==> config.mk <==
export PLATFORM = sky130hd
export DESIGN_NAME = exe_mem_skid_reg_flat
export DESIGN_NICKNAME = d
export VERILOG_FILES = /design/src/rtl/exe_mem_skid_reg_pkg.sv /design/src/rtl/exe_mem_skid_reg_if.sv /design/src/rtl/exe_mem_skid_reg_pipe_entry_reg.sv /design/src/rtl/exe_mem_skid_reg.sv /design/src/flat_wrapper.sv
export SDC_FILE = /design/constraint.sdc
export NUM_CORES = 1
export LEC_CHECK = 0
export ABC_AREA = 1
export CAP_MARGIN = 20
export CORE_UTILIZATION = 45
export CTS_BUF_LIST = sky130_fd_sc_hd__clkbuf_4 sky130_fd_sc_hd__clkbuf_8
export CTS_CLUSTER_DIAMETER = 200
export CTS_CLUSTER_SIZE = 24
export DETAILED_ROUTE_END_ITERATION = 12
export PLACE_DENSITY = 0.74
export SYNTH_ARGS = -nofsm -noshare
export SYNTH_HDL_FRONTEND = slang
export SYNTH_SLANG_ARGS = --single-unit
==> constraint.sdc <==
create_clock -name clk -period 1.7 [get_ports clk]
set_clock_uncertainty 0.2 [all_clocks]
set_input_delay 0.51 -clock clk [delete_from_list [all_inputs] [get_ports clk]]
set_output_delay 0.51 -clock clk [all_outputs]
set_load 0.01 [all_outputs]
==> src/rtl/exe_mem_skid_reg_pkg.sv <==
// ============================================================================
// Module   : exe_mem_skid_reg_pkg
// Brief    : Shared widths, payload control-bit order and state encoding for
//            the EXE/MEM skid pipeline register.
// Revision : 1.0 - initial release
// ============================================================================
`default_nettype none

package exe_mem_skid_reg_pkg;

    localparam int c_SIZE         = 32;
    localparam int c_REG_ADDR_LEN = 5;

    // Control bits occupy the low end of the packed payload in this order.
    localparam int c_CTRL_MW   = 0;
    localparam int c_CTRL_MR   = 1;
    localparam int c_CTRL_WB   = 2;
    localparam int c_CTRL_BITS = 3;

    typedef enum logic [1:0] {
        ST_EMPTY = 2'd0,
        ST_ONE   = 2'd1,
        ST_FULL  = 2'd2
    } state_t;

    // Packed payload layout (MSB..LSB): pc, alu_res, st_val, dest, ctrl.
    function automatic int payload_width(input int size, input int reg_addr_len);
        return 3 * size + reg_addr_len + c_CTRL_BITS;
    endfunction

endpackage

`default_nettype wire

==> src/rtl/exe_mem_skid_reg_if.sv <==
// ============================================================================
// Module   : exe_mem_skid_reg_if
// Brief    : EXE-side and MEM-side valid/ready handshake plus payload bundle.
// Revision : 1.0 - initial release
// ============================================================================
`default_nettype none

interface exe_mem_skid_reg_if
    import exe_mem_skid_reg_pkg::*;
#(
    parameter int SIZE         = c_SIZE,
    parameter int REG_ADDR_LEN = c_REG_ADDR_LEN
) ();

    logic                    valid_in;
    logic                    ready_out;
    logic [SIZE-1:0]         alu_res_in;
    logic [SIZE-1:0]         st_val_in;
    logic [REG_ADDR_LEN-1:0] dest_in;
    logic                    wb_en_in;
    logic                    mem_r_en_in;
    logic                    mem_w_en_in;
    logic [SIZE-1:0]         pc_in;

    logic                    valid_out;
    logic                    ready_in;
    logic [SIZE-1:0]         alu_res;
    logic [SIZE-1:0]         st_val;
    logic [REG_ADDR_LEN-1:0] dest;
    logic                    wb_en;
    logic                    mem_r_en;
    logic                    mem_w_en;
    logic [SIZE-1:0]         pc;

    modport slave (
        input  valid_in, alu_res_in, st_val_in, dest_in, wb_en_in,
               mem_r_en_in, mem_w_en_in, pc_in, ready_in,
        output ready_out, valid_out, alu_res, st_val, dest, wb_en,
               mem_r_en, mem_w_en, pc
    );

    modport master (
        output valid_in, alu_res_in, st_val_in, dest_in, wb_en_in,
               mem_r_en_in, mem_w_en_in, pc_in, ready_in,
        input  ready_out, valid_out, alu_res, st_val, dest, wb_en,
               mem_r_en, mem_w_en, pc
    );

endinterface

`default_nettype wire

==> src/rtl/exe_mem_skid_reg_pipe_entry_reg.sv <==
// ============================================================================
// Module   : pipe_entry_reg
// Brief    : Single valid+payload storage entry with load, clear (priority)
//            and asynchronous active-low reset.
// Revision : 1.0 - initial release
// ============================================================================
`default_nettype none

module pipe_entry_reg #(
    parameter int WIDTH = 8
) (
    input  wire logic             clk,
    input  wire logic             rst,
    input  wire logic             i_load,
    input  wire logic             i_clear,
    input  wire logic [WIDTH-1:0] i_d,
    output logic                  o_valid,
    output logic [WIDTH-1:0]      o_q
);

    logic             r_valid;
    logic [WIDTH-1:0] r_q;

    // Clear only drops the valid bit; the payload keeps its last value.
    always_ff @(posedge clk or negedge rst) begin
        if (!rst) begin
            r_valid <= 1'b0;
            r_q     <= '0;
        end else if (i_clear) begin
            r_valid <= 1'b0;
        end else if (i_load) begin
            r_valid <= 1'b1;
            r_q     <= i_d;
        end
    end

    assign o_valid = r_valid;
    assign o_q     = r_q;

endmodule

`default_nettype wire

==> src/rtl/exe_mem_skid_reg.sv <==
// ============================================================================
// Module   : exe_mem_skid_reg
// Brief    : Two-entry EXE->MEM skid pipeline register with registered
//            ready_out and synchronous flush. Optional stall counter under
//            MEM_STALL_CNT_EN.
// Revision : 1.0 - initial release
// ============================================================================
`default_nettype none

module exe_mem_skid_reg
    import exe_mem_skid_reg_pkg::*;
#(
    parameter int SIZE         = c_SIZE,
    parameter int REG_ADDR_LEN = c_REG_ADDR_LEN
) (
    input  wire logic           clk,
    input  wire logic           rst,
    input  wire logic           i_flush,
`ifdef MEM_STALL_CNT_EN
    output logic [31:0]         o_stall_cycles,
`endif
    exe_mem_skid_reg_if.slave   bus
);

    localparam int c_PW = payload_width(SIZE, REG_ADDR_LEN);

    state_t            r_state;
    state_t            w_state_nxt;
    logic              r_ready_out;
    logic              w_main_valid, w_skid_valid;
    logic [c_PW-1:0]   w_main_q, w_skid_q, w_main_d, w_in_payload;
    logic              w_main_load, w_main_clear, w_skid_load, w_skid_clear;
    logic [c_CTRL_BITS-1:0] w_in_ctrl, w_main_ctrl;
    logic              w_accept, w_drain;

    assign w_in_ctrl[c_CTRL_WB] = bus.wb_en_in;
    assign w_in_ctrl[c_CTRL_MR] = bus.mem_r_en_in;
    assign w_in_ctrl[c_CTRL_MW] = bus.mem_w_en_in;
    assign w_in_payload = {bus.pc_in, bus.alu_res_in, bus.st_val_in, bus.dest_in, w_in_ctrl};

    assign w_accept = bus.valid_in && r_ready_out;
    assign w_drain  = w_main_valid && bus.ready_in;

    always_comb begin
        w_main_load  = 1'b0;
        w_main_clear = 1'b0;
        w_skid_load  = 1'b0;
        w_skid_clear = 1'b0;
        w_main_d     = w_in_payload;
        w_state_nxt  = r_state;
        if (i_flush) begin
            w_main_clear = 1'b1;
            w_skid_clear = 1'b1;
            w_state_nxt  = ST_EMPTY;
        end else begin
            case (r_state)
                ST_EMPTY: begin
                    if (w_accept) begin
                        w_main_load = 1'b1;
                        w_state_nxt = ST_ONE;
                    end
                end
                ST_ONE: begin
                    if (w_accept && w_drain) begin
                        w_main_load = 1'b1;
                    end else if (w_accept) begin
                        w_skid_load = 1'b1;
                        w_state_nxt = ST_FULL;
                    end else if (w_drain) begin
                        w_main_clear = 1'b1;
                        w_state_nxt  = ST_EMPTY;
                    end
                end
                ST_FULL: begin
                    // ready_out is low here, so only the skid->main shift can happen.
                    if (w_drain) begin
                        w_main_load  = 1'b1;
                        w_main_d     = w_skid_q;
                        w_skid_clear = 1'b1;
                        w_state_nxt  = ST_ONE;
                    end
                end
                default: begin
                    w_main_clear = 1'b1;
                    w_skid_clear = 1'b1;
                    w_state_nxt  = ST_EMPTY;
                end
            endcase
        end
    end

    always_ff @(posedge clk or negedge rst) begin
        if (!rst) begin
            r_state     <= ST_EMPTY;
            r_ready_out <= 1'b1;
        end else begin
            r_state     <= w_state_nxt;
            r_ready_out <= (w_state_nxt != ST_FULL);
        end
    end

    pipe_entry_reg #(.WIDTH(c_PW)) u_main (
        .clk     (clk),
        .rst     (rst),
        .i_load  (w_main_load),
        .i_clear (w_main_clear),
        .i_d     (w_main_d),
        .o_valid (w_main_valid),
        .o_q     (w_main_q)
    );

    pipe_entry_reg #(.WIDTH(c_PW)) u_skid (
        .clk     (clk),
        .rst     (rst),
        .i_load  (w_skid_load),
        .i_clear (w_skid_clear),
        .i_d     (w_in_payload),
        .o_valid (w_skid_valid),
        .o_q     (w_skid_q)
    );

    assign w_main_ctrl   = w_main_q[c_CTRL_BITS-1:0];
    assign bus.ready_out = r_ready_out;
    assign bus.valid_out = w_main_valid;
    assign bus.dest      = w_main_q[c_CTRL_BITS +: REG_ADDR_LEN];
    assign bus.st_val    = w_main_q[c_CTRL_BITS + REG_ADDR_LEN +: SIZE];
    assign bus.alu_res   = w_main_q[c_CTRL_BITS + REG_ADDR_LEN + SIZE +: SIZE];
    assign bus.pc        = w_main_q[c_CTRL_BITS + REG_ADDR_LEN + 2*SIZE +: SIZE];
    // Bubbles must look like NOPs downstream.
    assign bus.wb_en     = w_main_ctrl[c_CTRL_WB] & w_main_valid;
    assign bus.mem_r_en  = w_main_ctrl[c_CTRL_MR] & w_main_valid;
    assign bus.mem_w_en  = w_main_ctrl[c_CTRL_MW] & w_main_valid;

`ifdef MEM_STALL_CNT_EN
    logic [31:0] r_stall_cycles;

    always_ff @(posedge clk or negedge rst) begin
        if (!rst) begin
            r_stall_cycles <= '0;
        end else if (w_main_valid && !bus.ready_in && (r_stall_cycles != 32'hFFFF_FFFF)) begin
            r_stall_cycles <= r_stall_cycles + 32'd1;
        end
    end

    assign o_stall_cycles = r_stall_cycles;
`else
    // Skid valid is mirrored by r_state; keep it observed for lint.
    logic w_unused;
    assign w_unused = w_skid_valid;
`endif

endmodule

`default_nettype wire

==> src/flat_wrapper.sv <==
// flat-port wrapper written by rule: the top's interface ports become plain ports
module exe_mem_skid_reg_flat import exe_mem_skid_reg_pkg::*;
#(
    parameter int SIZE         = c_SIZE,
    parameter int REG_ADDR_LEN = c_REG_ADDR_LEN
)
  (clk, rst, i_flush, bus_valid_in, bus_alu_res_in, bus_st_val_in, bus_dest_in, bus_wb_en_in, bus_mem_r_en_in, bus_mem_w_en_in, bus_pc_in, bus_ready_in, bus_ready_out, bus_valid_out, bus_alu_res, bus_st_val, bus_dest, bus_wb_en, bus_mem_r_en, bus_mem_w_en, bus_pc);
  exe_mem_skid_reg_if #(.SIZE(SIZE), .REG_ADDR_LEN(REG_ADDR_LEN)) bus_i ();
  input  wire logic clk;
  input  wire logic rst;
  input  wire logic i_flush;
  input wire logic [$bits(bus_i.valid_in)-1:0] bus_valid_in;
  input wire logic [$bits(bus_i.alu_res_in)-1:0] bus_alu_res_in;
  input wire logic [$bits(bus_i.st_val_in)-1:0] bus_st_val_in;
  input wire logic [$bits(bus_i.dest_in)-1:0] bus_dest_in;
  input wire logic [$bits(bus_i.wb_en_in)-1:0] bus_wb_en_in;
  input wire logic [$bits(bus_i.mem_r_en_in)-1:0] bus_mem_r_en_in;
  input wire logic [$bits(bus_i.mem_w_en_in)-1:0] bus_mem_w_en_in;
  input wire logic [$bits(bus_i.pc_in)-1:0] bus_pc_in;
  input wire logic [$bits(bus_i.ready_in)-1:0] bus_ready_in;
  output wire logic [$bits(bus_i.ready_out)-1:0] bus_ready_out;
  output wire logic [$bits(bus_i.valid_out)-1:0] bus_valid_out;
  output wire logic [$bits(bus_i.alu_res)-1:0] bus_alu_res;
  output wire logic [$bits(bus_i.st_val)-1:0] bus_st_val;
  output wire logic [$bits(bus_i.dest)-1:0] bus_dest;
  output wire logic [$bits(bus_i.wb_en)-1:0] bus_wb_en;
  output wire logic [$bits(bus_i.mem_r_en)-1:0] bus_mem_r_en;
  output wire logic [$bits(bus_i.mem_w_en)-1:0] bus_mem_w_en;
  output wire logic [$bits(bus_i.pc)-1:0] bus_pc;
  assign bus_i.valid_in = bus_valid_in;
  assign bus_i.alu_res_in = bus_alu_res_in;
  assign bus_i.st_val_in = bus_st_val_in;
  assign bus_i.dest_in = bus_dest_in;
  assign bus_i.wb_en_in = bus_wb_en_in;
  assign bus_i.mem_r_en_in = bus_mem_r_en_in;
  assign bus_i.mem_w_en_in = bus_mem_w_en_in;
  assign bus_i.pc_in = bus_pc_in;
  assign bus_i.ready_in = bus_ready_in;
  assign bus_ready_out = bus_i.ready_out;
  assign bus_valid_out = bus_i.valid_out;
  assign bus_alu_res = bus_i.alu_res;
  assign bus_st_val = bus_i.st_val;
  assign bus_dest = bus_i.dest;
  assign bus_wb_en = bus_i.wb_en;
  assign bus_mem_r_en = bus_i.mem_r_en;
  assign bus_mem_w_en = bus_i.mem_w_en;
  assign bus_pc = bus_i.pc;
  exe_mem_skid_reg #(.SIZE(SIZE), .REG_ADDR_LEN(REG_ADDR_LEN)) u_core (.clk(clk), .rst(rst), .i_flush(i_flush), .bus(bus_i));
endmodule
# Word-level counts from Yosys, hierarchy flattened
# Cells that the tools add are included.
# W data, S select, Z words.
dict set report totals {
  wordCells 48
  regBits 212
  out_inout_bits 106
  inputBits 109
}
dict set report op_classes {
  eq_ne 3
  bitwise_logic 5
  n_reduce_logical 9
  mux 26
}
# operator count
set ops {}
lappend ops {{$mux W104} 3}
lappend ops {{$mux W1} 13}
lappend ops {{$mux W2} 6}
lappend ops {{$pmux W2 S3} 1}
lappend ops {{$pmux W1 S2} 2}
lappend ops {{$reduce_and A2 Y1} 2}
lappend ops {{$reduce_or A2 Y1} 2}
lappend ops {{$and A1 B1 Y1} 3}
lappend ops {{$logic_and A1 B1 Y1} 3}
lappend ops {{$pmux W1 S3} 1}
lappend ops {{$eq A2 B1 Y1 const B} 1}
lappend ops {{$eq A2 B2 Y1 const B} 1}
lappend ops {{$logic_not A2 Y1} 1}
lappend ops {{$ne A2 B2 Y1 const B} 1}
lappend ops {{$not A1 Y1} 2}
lappend ops {{$reduce_bool A2 Y1} 1}

# Longest topological paths before layout
# Gate-level depths: netlist of run 1.
dict set report logic_depth {
  word_depth 8
  depth_mapped 10
  mapped_depth_nobuf 8
}

# Modules after synthesis
# From an unflattened synthesis of run 1, not the netlist that was laid out.
dict set report hier_totals {
  hier_cells 1294
  hier_area_um2 10077.2
}
# module cells_per_inst area_per_inst_um2 instances
set modules_own_cells {}
lappend modules_own_cells {pipe_entry_reg 455 4167.7 2}
lappend modules_own_cells {exe_mem_skid_reg 384 1741.7 1}

# Least setup slack after synthesis of run 1
# No wires, ideal clock.
dict set report synth_timing {
  kind {flip-flop to flip-flop}
  start {reg u_core.r_ready_out (netlist: u_core.bus.ready_out)}
  end {reg u_core.u_skid.r_q[10] (netlist: u_core.u_skid.o_q[10])}
  slack_ns -0.036
  t_required_ns 1.383
  t_arrival_ns 1.419
  path_stages_with_launch 10
  period_less_slack_ns 1.736
  n_path_buf 2
  setup_ns 0.117
  path_cell_list {dfstp_2 nand2_1 inv_1 nand2_1 nor2_4 nand2_1 buf_4 buf_2 nand2_1 nand2_1}
}
dict set report synth_via {
  elab_chain_len 6
  elab_cells_between_ends 7
}
# element line_no
set synth_lines {}
lappend synth_lines {{start: declaration} exe_mem_skid_reg.sv:29} ;# logic r_ready_out;
lappend synth_lines {{start signal: assignment} exe_mem_skid_reg.sv:98} ;# r_ready_out <= (w_state_nxt != ST_FULL);
lappend synth_lines {{$logic_and A1 B1 Y1 *} exe_mem_skid_reg.sv:41} ;# assign w_accept = bus.valid_in && r_ready_out;
lappend synth_lines {{$mux W1 / $logic_and A1 B1 Y1 (equally long branches)} {exe_mem_skid_reg.sv:66, exe_mem_skid_reg.sv:64}}
lappend synth_lines {{$mux W1 *} exe_mem_skid_reg.sv:64} ;# if (w_accept && w_drain) begin
lappend synth_lines {{$mux W1 *} exe_mem_skid_reg.sv:56} ;# case (r_state)
lappend synth_lines {{$mux W1 *} exe_mem_skid_reg.sv:51} ;# if (i_flush) begin
lappend synth_lines {{$reduce_and A2 Y1 (no line) *} --}
lappend synth_lines {{end signal: assignment} exe_mem_skid_reg_pipe_entry_reg.sv:33} ;# r_q <= i_d;
lappend synth_lines {{end: declaration} exe_mem_skid_reg_pipe_entry_reg.sv:22} ;# logic [WIDTH-1:0] r_q;
# Every way passes the cells marked *; elsewhere a longest branch is shown, timed or not.
# A chain may end at the register's enable or synchronous reset.

# Worst setup path in the final report of run 1
dict set report layout_timing {
  start {reg u_core.u_main.r_valid (netlist: u_core.u_main.o_valid)}
  end {reg u_core.u_main.r_q[29] (netlist: u_core.u_main.o_q[29])}
}
dict set report layout_via {
  elab_chain_len 8
  elab_cells_between_ends 15
}
# element line_no
set layout_lines {}
lappend layout_lines {{start: declaration} exe_mem_skid_reg_pipe_entry_reg.sv:21} ;# logic r_valid;
lappend layout_lines {{start signal: assignment} exe_mem_skid_reg_pipe_entry_reg.sv:27} ;# r_valid <= 1'b0;
lappend layout_lines {{start signal: assignment} exe_mem_skid_reg_pipe_entry_reg.sv:30} ;# r_valid <= 1'b0;
lappend layout_lines {{start signal: assignment} exe_mem_skid_reg_pipe_entry_reg.sv:32} ;# r_valid <= 1'b1;
lappend layout_lines {{$logic_and A1 B1 Y1 *} exe_mem_skid_reg.sv:42} ;# assign w_drain = w_main_valid && bus.ready_in;
lappend layout_lines {{$mux W1} {exe_mem_skid_reg.sv:69, exe_mem_skid_reg.sv:76}}
lappend layout_lines {{$mux W1} exe_mem_skid_reg.sv:66} ;# end else if (w_accept) begin
lappend layout_lines {{$mux W1} exe_mem_skid_reg.sv:64}
lappend layout_lines {{$pmux W1 S2} exe_mem_skid_reg.sv:56}
lappend layout_lines {{$mux W1} exe_mem_skid_reg.sv:51}
lappend layout_lines {{$not A1 Y1 (no line)} --}
lappend layout_lines {{$reduce_and A2 Y1 (no line)} --}
lappend layout_lines {{end signal: assignment} exe_mem_skid_reg_pipe_entry_reg.sv:33}
lappend layout_lines {{end: declaration} exe_mem_skid_reg_pipe_entry_reg.sv:22}
# Marks and branches as above.

==> metrics.md, run 1 <==
| Metric | Value |
|---|---|
| Run status | `finished, violations left` |
| Violated checks | `setup timing` |
| Initial antenna violation count | `1` |
| Max-slew headroom | `79.7%` |
| Area after DPL | `12500 sq um` |
| Switching part of the total power | `35.4%` |
| CTS tree | `built` |
| Largest net degree at the start of global routing | `50` |
| DPL Wire Length | `17.4 mm` |
| FF+latch count, synth | `212` |
| Fin. Hold Viols | `0` |
| Top cells by area, synth | `dfrtp_1 50%, nand2_1 27%, nand3_1 10%, buf_4 8.3%, clkbuf_1 1.5%` |
| CTS H-Tree Depth | `1` |
| FF-to-FF Start | `u_core.u_main.o_valid` |
| Power share of the clock group | `15.4%` |
| Leakage | `8.54 nW` |
| Syn Nets | `1490` |
| Post-Layout Inst Area | `16500 sq um` |
| Ys async rst share | `100%` |
| Logic pwr share | `36.3%` |
| Layout area overhead | `57.8%` |
| Tot Pwr | `16.6 mW` |
| Vias per Instance | `5.66` |
| Num CTS Buffers | `12` |
| Peak VDD IR | `580 uV` |
| Vias in the first global route | `10.5k` |
| Final wirelength | `41.2 mm` |
| Sequential power share | `48.3%` |
| Sequential area share after synthesis | `50.7%` |
| GRT Total Usage | `30.7%` |
| CP Max Fanout | `7` |
| Root buffer selected by CTS | `clkbuf_8` |
| Core Region | `22700 sq um` |
| IO Count | `215` |
| Initial Util | `46.0%` |
| Grt total ovfl | `0` |
| PwrDens | `1000 nW/um^2` |
| # rows | `55` |
| Worst Setup Slack, final | `-0.358 ns` |
| # fillers | `1480` |
| Average cell area after synthesis | `7.57 sq um` |
| Drc violations | `0` |
| RSZ-0062 raised after global routing | `yes` |
| Bufs on Longest Clock Path | `3` |
| Most numerous cell in the Yosys netlist | `nand2_1` |
| Die X | `154 microns` |
| CP endpoint kind | `flop` |
| Post-synth EDFFs | `0` |
| P_sw | `5.88 mW` |
| DRT iter0 DRCs | `1105` |
| Reg clk slew, reported paths | `0.15 ns` |
| Die height | `154 microns` |
| Worst-Skew Late Latency | `0.53 ns` |
| Max frequency | `0.486 GHz` |
| Arr. time, crit path | `2.33 ns` |
| Netlist cell types | `16` |
| Layout cells sized above 1 | `37.4%` |
| Final min period | `2.06 ns` |
| Non-filler instance count after layout | `1958` |
| Final Max Slew Viols | `0` |
| Synth top cells by count | `743 x nand2_1, 213 x nand3_1, 211 x dfrtp_1` |
| Vias | `11.1k` |
| Final nets | `1778` |
| Ratio of final minimum period to clock period | `121%` |
| Crit path from | `u_core.u_main.o_valid` |
| Final setup fails | `317` |
| Tightest Pin Transition | `0.305 ns` |
| Placed cells | `1741` |
| Max_cap viols | `0` |
| IO Port Bufs | `214` |
| Worst endpoint required time | `1.97 ns` |
| Post-synth top area cell | `dfrtp_1` |
| Worst min path class | `in -> async` |
| First-pass iteration count of the detailed router | `5` |
| Post-Syn Area | `10500 sq um` |
| First-pass GRT wire length | `57.1 mm` |
| Yosys top cell area share | `50.5%` |
| Full die area | `23900 sq um` |
| Top_reg_cell synth | `dfrtp_1` |
| Ys Warns | `0` |
| Clock sink count | `212` |
| WS Path Type | `reg -> reg` |
| Post-DRT Antenna Nets | `0` |
| Gpl congestion | `0.787` |
| CP startpoint kind | `flop` |
| Pre-CTS setup slack | `-0.627 ns` |
| Cells after synthesis | `1381` |
| Internal | `10.7 mW` |
| Wire per inst | `21.1 microns` |
-- per-stage QoR --
stage	util (%)	TNS [ns]	hold WS (ns)
after floorplan	-	-0.0310	0.0144
after global placement	55.2	-109.21	0.199
after detailed placement	55.2	-117.52	0.206
after CTS	67.8	-57.31	0.215
after global routing	72.7	-83.48	0.213
final	72.7	-69.35	0.218
-- power groups by stage --
stage / clock, mW / sequential, mW / combinational, mW
6_report: 2.56 / 8.00 / 6.02
5_1_grt: 2.75 / 8.13 / 6.48
4_1_cts: 2.57 / 7.80 / 5.01
3_5_place_dp: 0 / 7.73 / 4.44
3_3_place_gp: 0 / 7.69 / 4.31
2_1_floorplan: 0 / 7.45 / 3.04
-- worst paths after layout --
path	end	slack [ns]	cells past startpoint
min in group clk	u_core.u_skid.o_q[94]	0.29	2
worst max register to register	u_core.u_main.o_q[29]	-0.36	12
worst min register to register	u_core.u_skid.o_q[94]	0.29	2
worst min-delay path	u_core.u_skid.o_q[0]	0.22	2
max in group asynchronous	u_core.bus.ready_out	0.49	3
worst max-delay path	u_core.u_main.o_q[29]	-0.36	12
-- layer usage --
| layer | global-route usage, % | share of wire [%] |
|---|---|---|
| met1 | 39.2 | 38 |
| met2 | 50.9 | 48 |
| met3 | 5.35 | 8.8 |
| met4 | 14.2 | 5.5 |
| met5 | 0 | 0 |
-- state kept, by name (all words and copies together), names as in the netlist --
register	cells
u_core.u_main.o_q	104
u_core.u_skid.o_q	104
u_core.r_state	2
u_core.bus.ready_out	1
u_core.u_main.o_valid	1
-- logic make-up (layout without fill, tap and decap cells) --
| logic type | after synthesis | in the layout | share of synthesized area, % |
|---|---|---|---|
| flip-flops | 212 | 212 | 50.7 |
| AO/OA/AOI/OAI | 2 | 2 | 0.0957 |
| AND/OR/NAND/NOR | 963 | 965 | 37.3 |
| other | 0 | 1 | 0 |
| buffers and inverters | 204 | 493 | 11.9 |
-- final cells by class --
cell class	count	area [sq um]	share of cell area, %
clock buffer	16	201	1.22
sequential	212	5310	32.2
multi-input combinational	967	4940	29.9
inverter	14	80.1	0.485
tap	285	357	2.16
antenna	1	2.50	0.0152
clock inverter	1	30.0	0.182
timing repair inverter	1	16.3	0.0985
timing repair buffer	461	5570	33.8
-- critical path, stage by stage (launching register included) --
cell and delay [ns]:
dfrtp_2 0.43, buf_6 0.13, buf_6 0.12, nand2_8 0.07, buf_12 0.14, nor2_4 0.18
buf_12 0.16, buf_12 0.11, buf_12 0.13, nand3_2 0.09, nand2_2 0.11, nand2_4 0.05
nand2_2 0.06
-- cells in the final DEF (no fill, tap or decap), types with 2 or more instances in the layout --
cell type,netlist,layout
dfrtp_1,211,210
buf_12,0,49
clkbuf_8,0,13
clkbuf_4,0,3
nand2_8,0,4
buf_8,0,10
nand3_4,0,8
clkdlybuf4s50_1,0,107
nand3_1,213,125
inv_2,5,3
nand3_2,0,81
inv_6,0,2
nand2_1,743,594
buf_6,1,47
buf_4,115,97
nor2_4,1,2
a21oi_1,2,2
nand2_2,3,133
buf_2,30,89
inv_1,9,6
nand2_4,0,16
buf_16,0,49
clkbuf_16,0,11
inv_4,0,2
-- repair_timing --
action                                  in CTS  in global routing
endpoints found under the setup margin     316                317
gates resized for setup                    741                104
hold endpoints to repair                   138                  0
cloned                                      50                 18
hold buffers                                 1                  0
pin swaps                                  128                 75
buffers inserted                            77                 61
No activity file was read; power rests on OpenSTA's default activity.
==> inputs of run 2 (changes only) <==
--- a/config.mk
+++ b/config.mk
@@ -12,6 +12,7 @@
 export CTS_CLUSTER_DIAMETER = 200
 export CTS_CLUSTER_SIZE = 24
 export DETAILED_ROUTE_END_ITERATION = 12
+export GPL_TIMING_DRIVEN = 0
 export PLACE_DENSITY = 0.74
 export SYNTH_ARGS = -nofsm -noshare
 export SYNTH_HDL_FRONTEND = slang
==> run 2 against run 1 <==
The flow finishes with violations (hold timing, setup timing). Core utilization fell by 5.8 points. Worst setup slack improved by 0.063 ns. Die area did not move. Wire length fell by 28%. Highest routed layer is now met5. Clock power fell by 4%. Final cell count fell by 0.77%. Critical path depth fell by 8. Non-clock buffer count fell by 12. Final area fell by 7.9%. Combinational power rose by 5.0%. Maximum frequency rose by 3.1%. Via count fell by 12%.
==> metrics.md, run 2 (synthesis gave the netlist of run 1 again) <==
| Metric | Value |
|---|---|
| CP most frequent cell | `buf_6` |
| CP endpoint kind | `output port` |
| Sequential power share | `47.4% (-0.9 points)` |
| Max_cap viols | `0 (unchanged)` |
| Tightest Pin Transition | `0.815 ns (+0.510 ns)` |
| DPL Wire Length | `18.8 mm (+8.4%)` |
| Die height | `154 microns (unchanged)` |
| Post-DRT Antenna Nets | `0 (unchanged)` |
| First-pass GRT wire length | `45.7 mm (-20%)` |
| Final min period | `2.00 ns (-0.0628 ns)` |
| Root buffer selected by CTS | `clkbuf_8` |
| Final Max Slew Viols | `0 (unchanged)` |
| Vias | `9711 (-12%)` |
| Violated checks | `hold timing, setup timing` |
| Layout cells sized above 1 | `29.9% (-7.6 points)` |
| Wire per inst | `15.4 microns (-27%)` |
| Final setup fails | `310 (-2.2%)` |
| Core Region | `22700 sq um (unchanged)` |
| Most common cell after layout, fill and taps aside | `nand2_1` |
| Initial Util | `46.0% (unchanged)` |
| IO Port Bufs | `214 (unchanged)` |
| Switching part of the total power | `31.8% (-3.7 points)` |
| Hold Slack | `-0.203 ns (-0.421 ns)` |
| Initial antenna violation count | `2 (+1)` |
| Layout area overhead | `45.3%` |
| Clock sink count | `212 (unchanged)` |
| Slowest cell on the critical path | `dfrtp_2` |
| Fin. Hold Viols | `101 (+101)` |
| CTS tree | `built` |
| First-pass iteration count of the detailed router | `6 (+1)` |
| Logic pwr share | `37.8% (+1.5 points)` |
| WS Path Type | `reg -> out` |
| Internal | `11.4 mW (+6.6%)` |
| Commonest cells after routing, fill and taps aside | `646 x nand2_1, 209 x dfrtp_1, 193 x nand3_1, 183 x buf_6, 107 x clkdlybuf4s50_1` |
| PwrDens | `1100 nW/um^2 (+9.6%)` |
| Ratio of final minimum period to clock period | `117% (-3.7 points)` |
| Die X | `154 microns (unchanged)` |
| Final wirelength | `29.9 mm (-28%)` |
| P_sw | `5.32 mW (-9.5%)` |
| Final nets | `1763 (-0.84%)` |
| # rows | `55 (unchanged)` |
| CP startpoint kind | `flop` |
| Drc violations | `0 (unchanged)` |
| Num CTS Buffers | `12 (unchanged)` |
| Worst Setup Slack, final | `-0.295 ns (+0.0628 ns)` |
| Highest cell delay on the worst timing path | `0.46 ns (+0.03 ns)` |
| Vias in the first global route | `9033 (-14%)` |
| Run status | `finished, violations left` |
| Peak VDD IR | `672 uV (+16%)` |
| FF-to-FF setup slack | `-0.21 ns (+0.15 ns)` |
| Power share of the clock group | `14.8% (-0.6 points)` |
| Max-slew headroom | `45.7% (-34 points)` |
| CP Max Fanout | `4 (-3)` |
| IO Count | `215 (unchanged)` |
| Grt total ovfl | `0 (unchanged)` |
| Largest net degree at the start of global routing | `112 (+120%)` |
| Bufs on Longest Clock Path | `3 (unchanged)` |
| Worst-Skew Late Latency | `0.50 ns (-0.03 ns)` |
| RSZ-0062 raised after global routing | `yes` |
| Gpl congestion | `0.814 (+3.4%)` |
| Fin util | `66.9% (-5.8 points)` |
| Reg clk slew, reported paths | `0.14 ns (about the same)` |
| DRT iter0 DRCs | `642 (-42%)` |
| Full die area | `23900 sq um (unchanged)` |
| Worst endpoint required time | `0.99 ns (-0.98 ns)` |
| Arr. time, crit path | `1.29 ns (-1.04 ns)` |
| Setup_tns | `-38.06 ns (+31.29 ns)` |
| Leakage | `8.10 nW (-5.2%)` |
| Max frequency | `0.501 GHz (+3.1%)` |
| GRT Total Usage | `23.5% (-7.2 points)` |
| Worst min path class | `in -> async` |
| Crit-path cells | `buf_6, nand2_2, inv_2, buf_6` |
| CTS H-Tree Depth | `1 (unchanged)` |
| Vias per Instance | `5.00 (-12%)` |
[run 2: critical path, delay by kind of cell, from the launching register on]
kind / cells / cell delay (ns)
buffers and inverters: 3 / 0.28
flip-flops: 1 / 0.46
AND/OR/NAND/NOR: 1 / 0.05
[run 2: per-layer routing]
layer,vias up,global-route usage (%),routed length [microns]
li1,4735,-,-
met1,4648,32.6,13100
met2,285,39.3,14700
met3,41,2.89,1510
met4,2,5.42,487
met5,-,0,13
[run 2: area by class of cell]
type                       instances  area (sq um)
clock buffer                      16           201
fill                            1881          7510
sequential                       212          5310
buffer                           138          1450
clock inverter                     1          30.0
timing repair buffer             311          3380
tap                              285           357
multi-input combinational        965          4410
inverter                          14          60.1
antenna                            1          2.50
[run 2: worst paths after layout]
| path | from | to | depth (start not counted) |
|---|---|---|---|
| worst min register to register | u_core.u_skid.o_q[97] | u_core.u_skid.o_q[97] | 2 |
| worst min-delay path | rst | u_core.u_main.o_q[94] | 1 |
| min in group clk | u_core.u_skid.o_q[97] | u_core.u_skid.o_q[97] | 2 |
| worst max register to register | u_core.u_main.o_valid | u_core.u_main.o_q[57] | 11 |
| max in group asynchronous | rst | u_core.r_state[0] | 2 |
| worst max-delay path | u_core.u_main.o_valid | bus_mem_w_en | 4 |
[run 2: power by group through the flow]
stage	combinational, mW	clock (mW)	sequential, mW
2_1_floorplan	3.04	0	7.45
3_3_place_gp	5.09	0	7.66
3_5_place_dp	5.20	0	7.68
4_1_cts	5.89	2.56	7.71
5_1_grt	6.89	2.71	8.13
6_report	6.32	2.47	7.94
[run 2: timing repair]
item | CTS | global route
cloned | 3 | 13
setup buffers | 41 | 40
resized for setup | 738 | 226
hold endpoints to repair | 101 | 101
pin swaps | 4 | 26
setup endpoints to repair | 317 | 317
[run 2: per-stage QoR]
stage                     setup slack (ns)  hold slack [ns]  cell area [sq um]  power [mW]  std cells
after floorplan                  -0.000518           0.0144              10500        10.5       1381
after global placement               -9.12            0.253              13000        12.7       1880
after detailed placement             -1.08            0.259              13000        12.9       1881
after CTS                           -0.333           -0.161              14100        16.2       1913
after global routing                -0.354           -0.135              15200        17.7       1943
final                               -0.295           -0.203              15200        16.7       1943
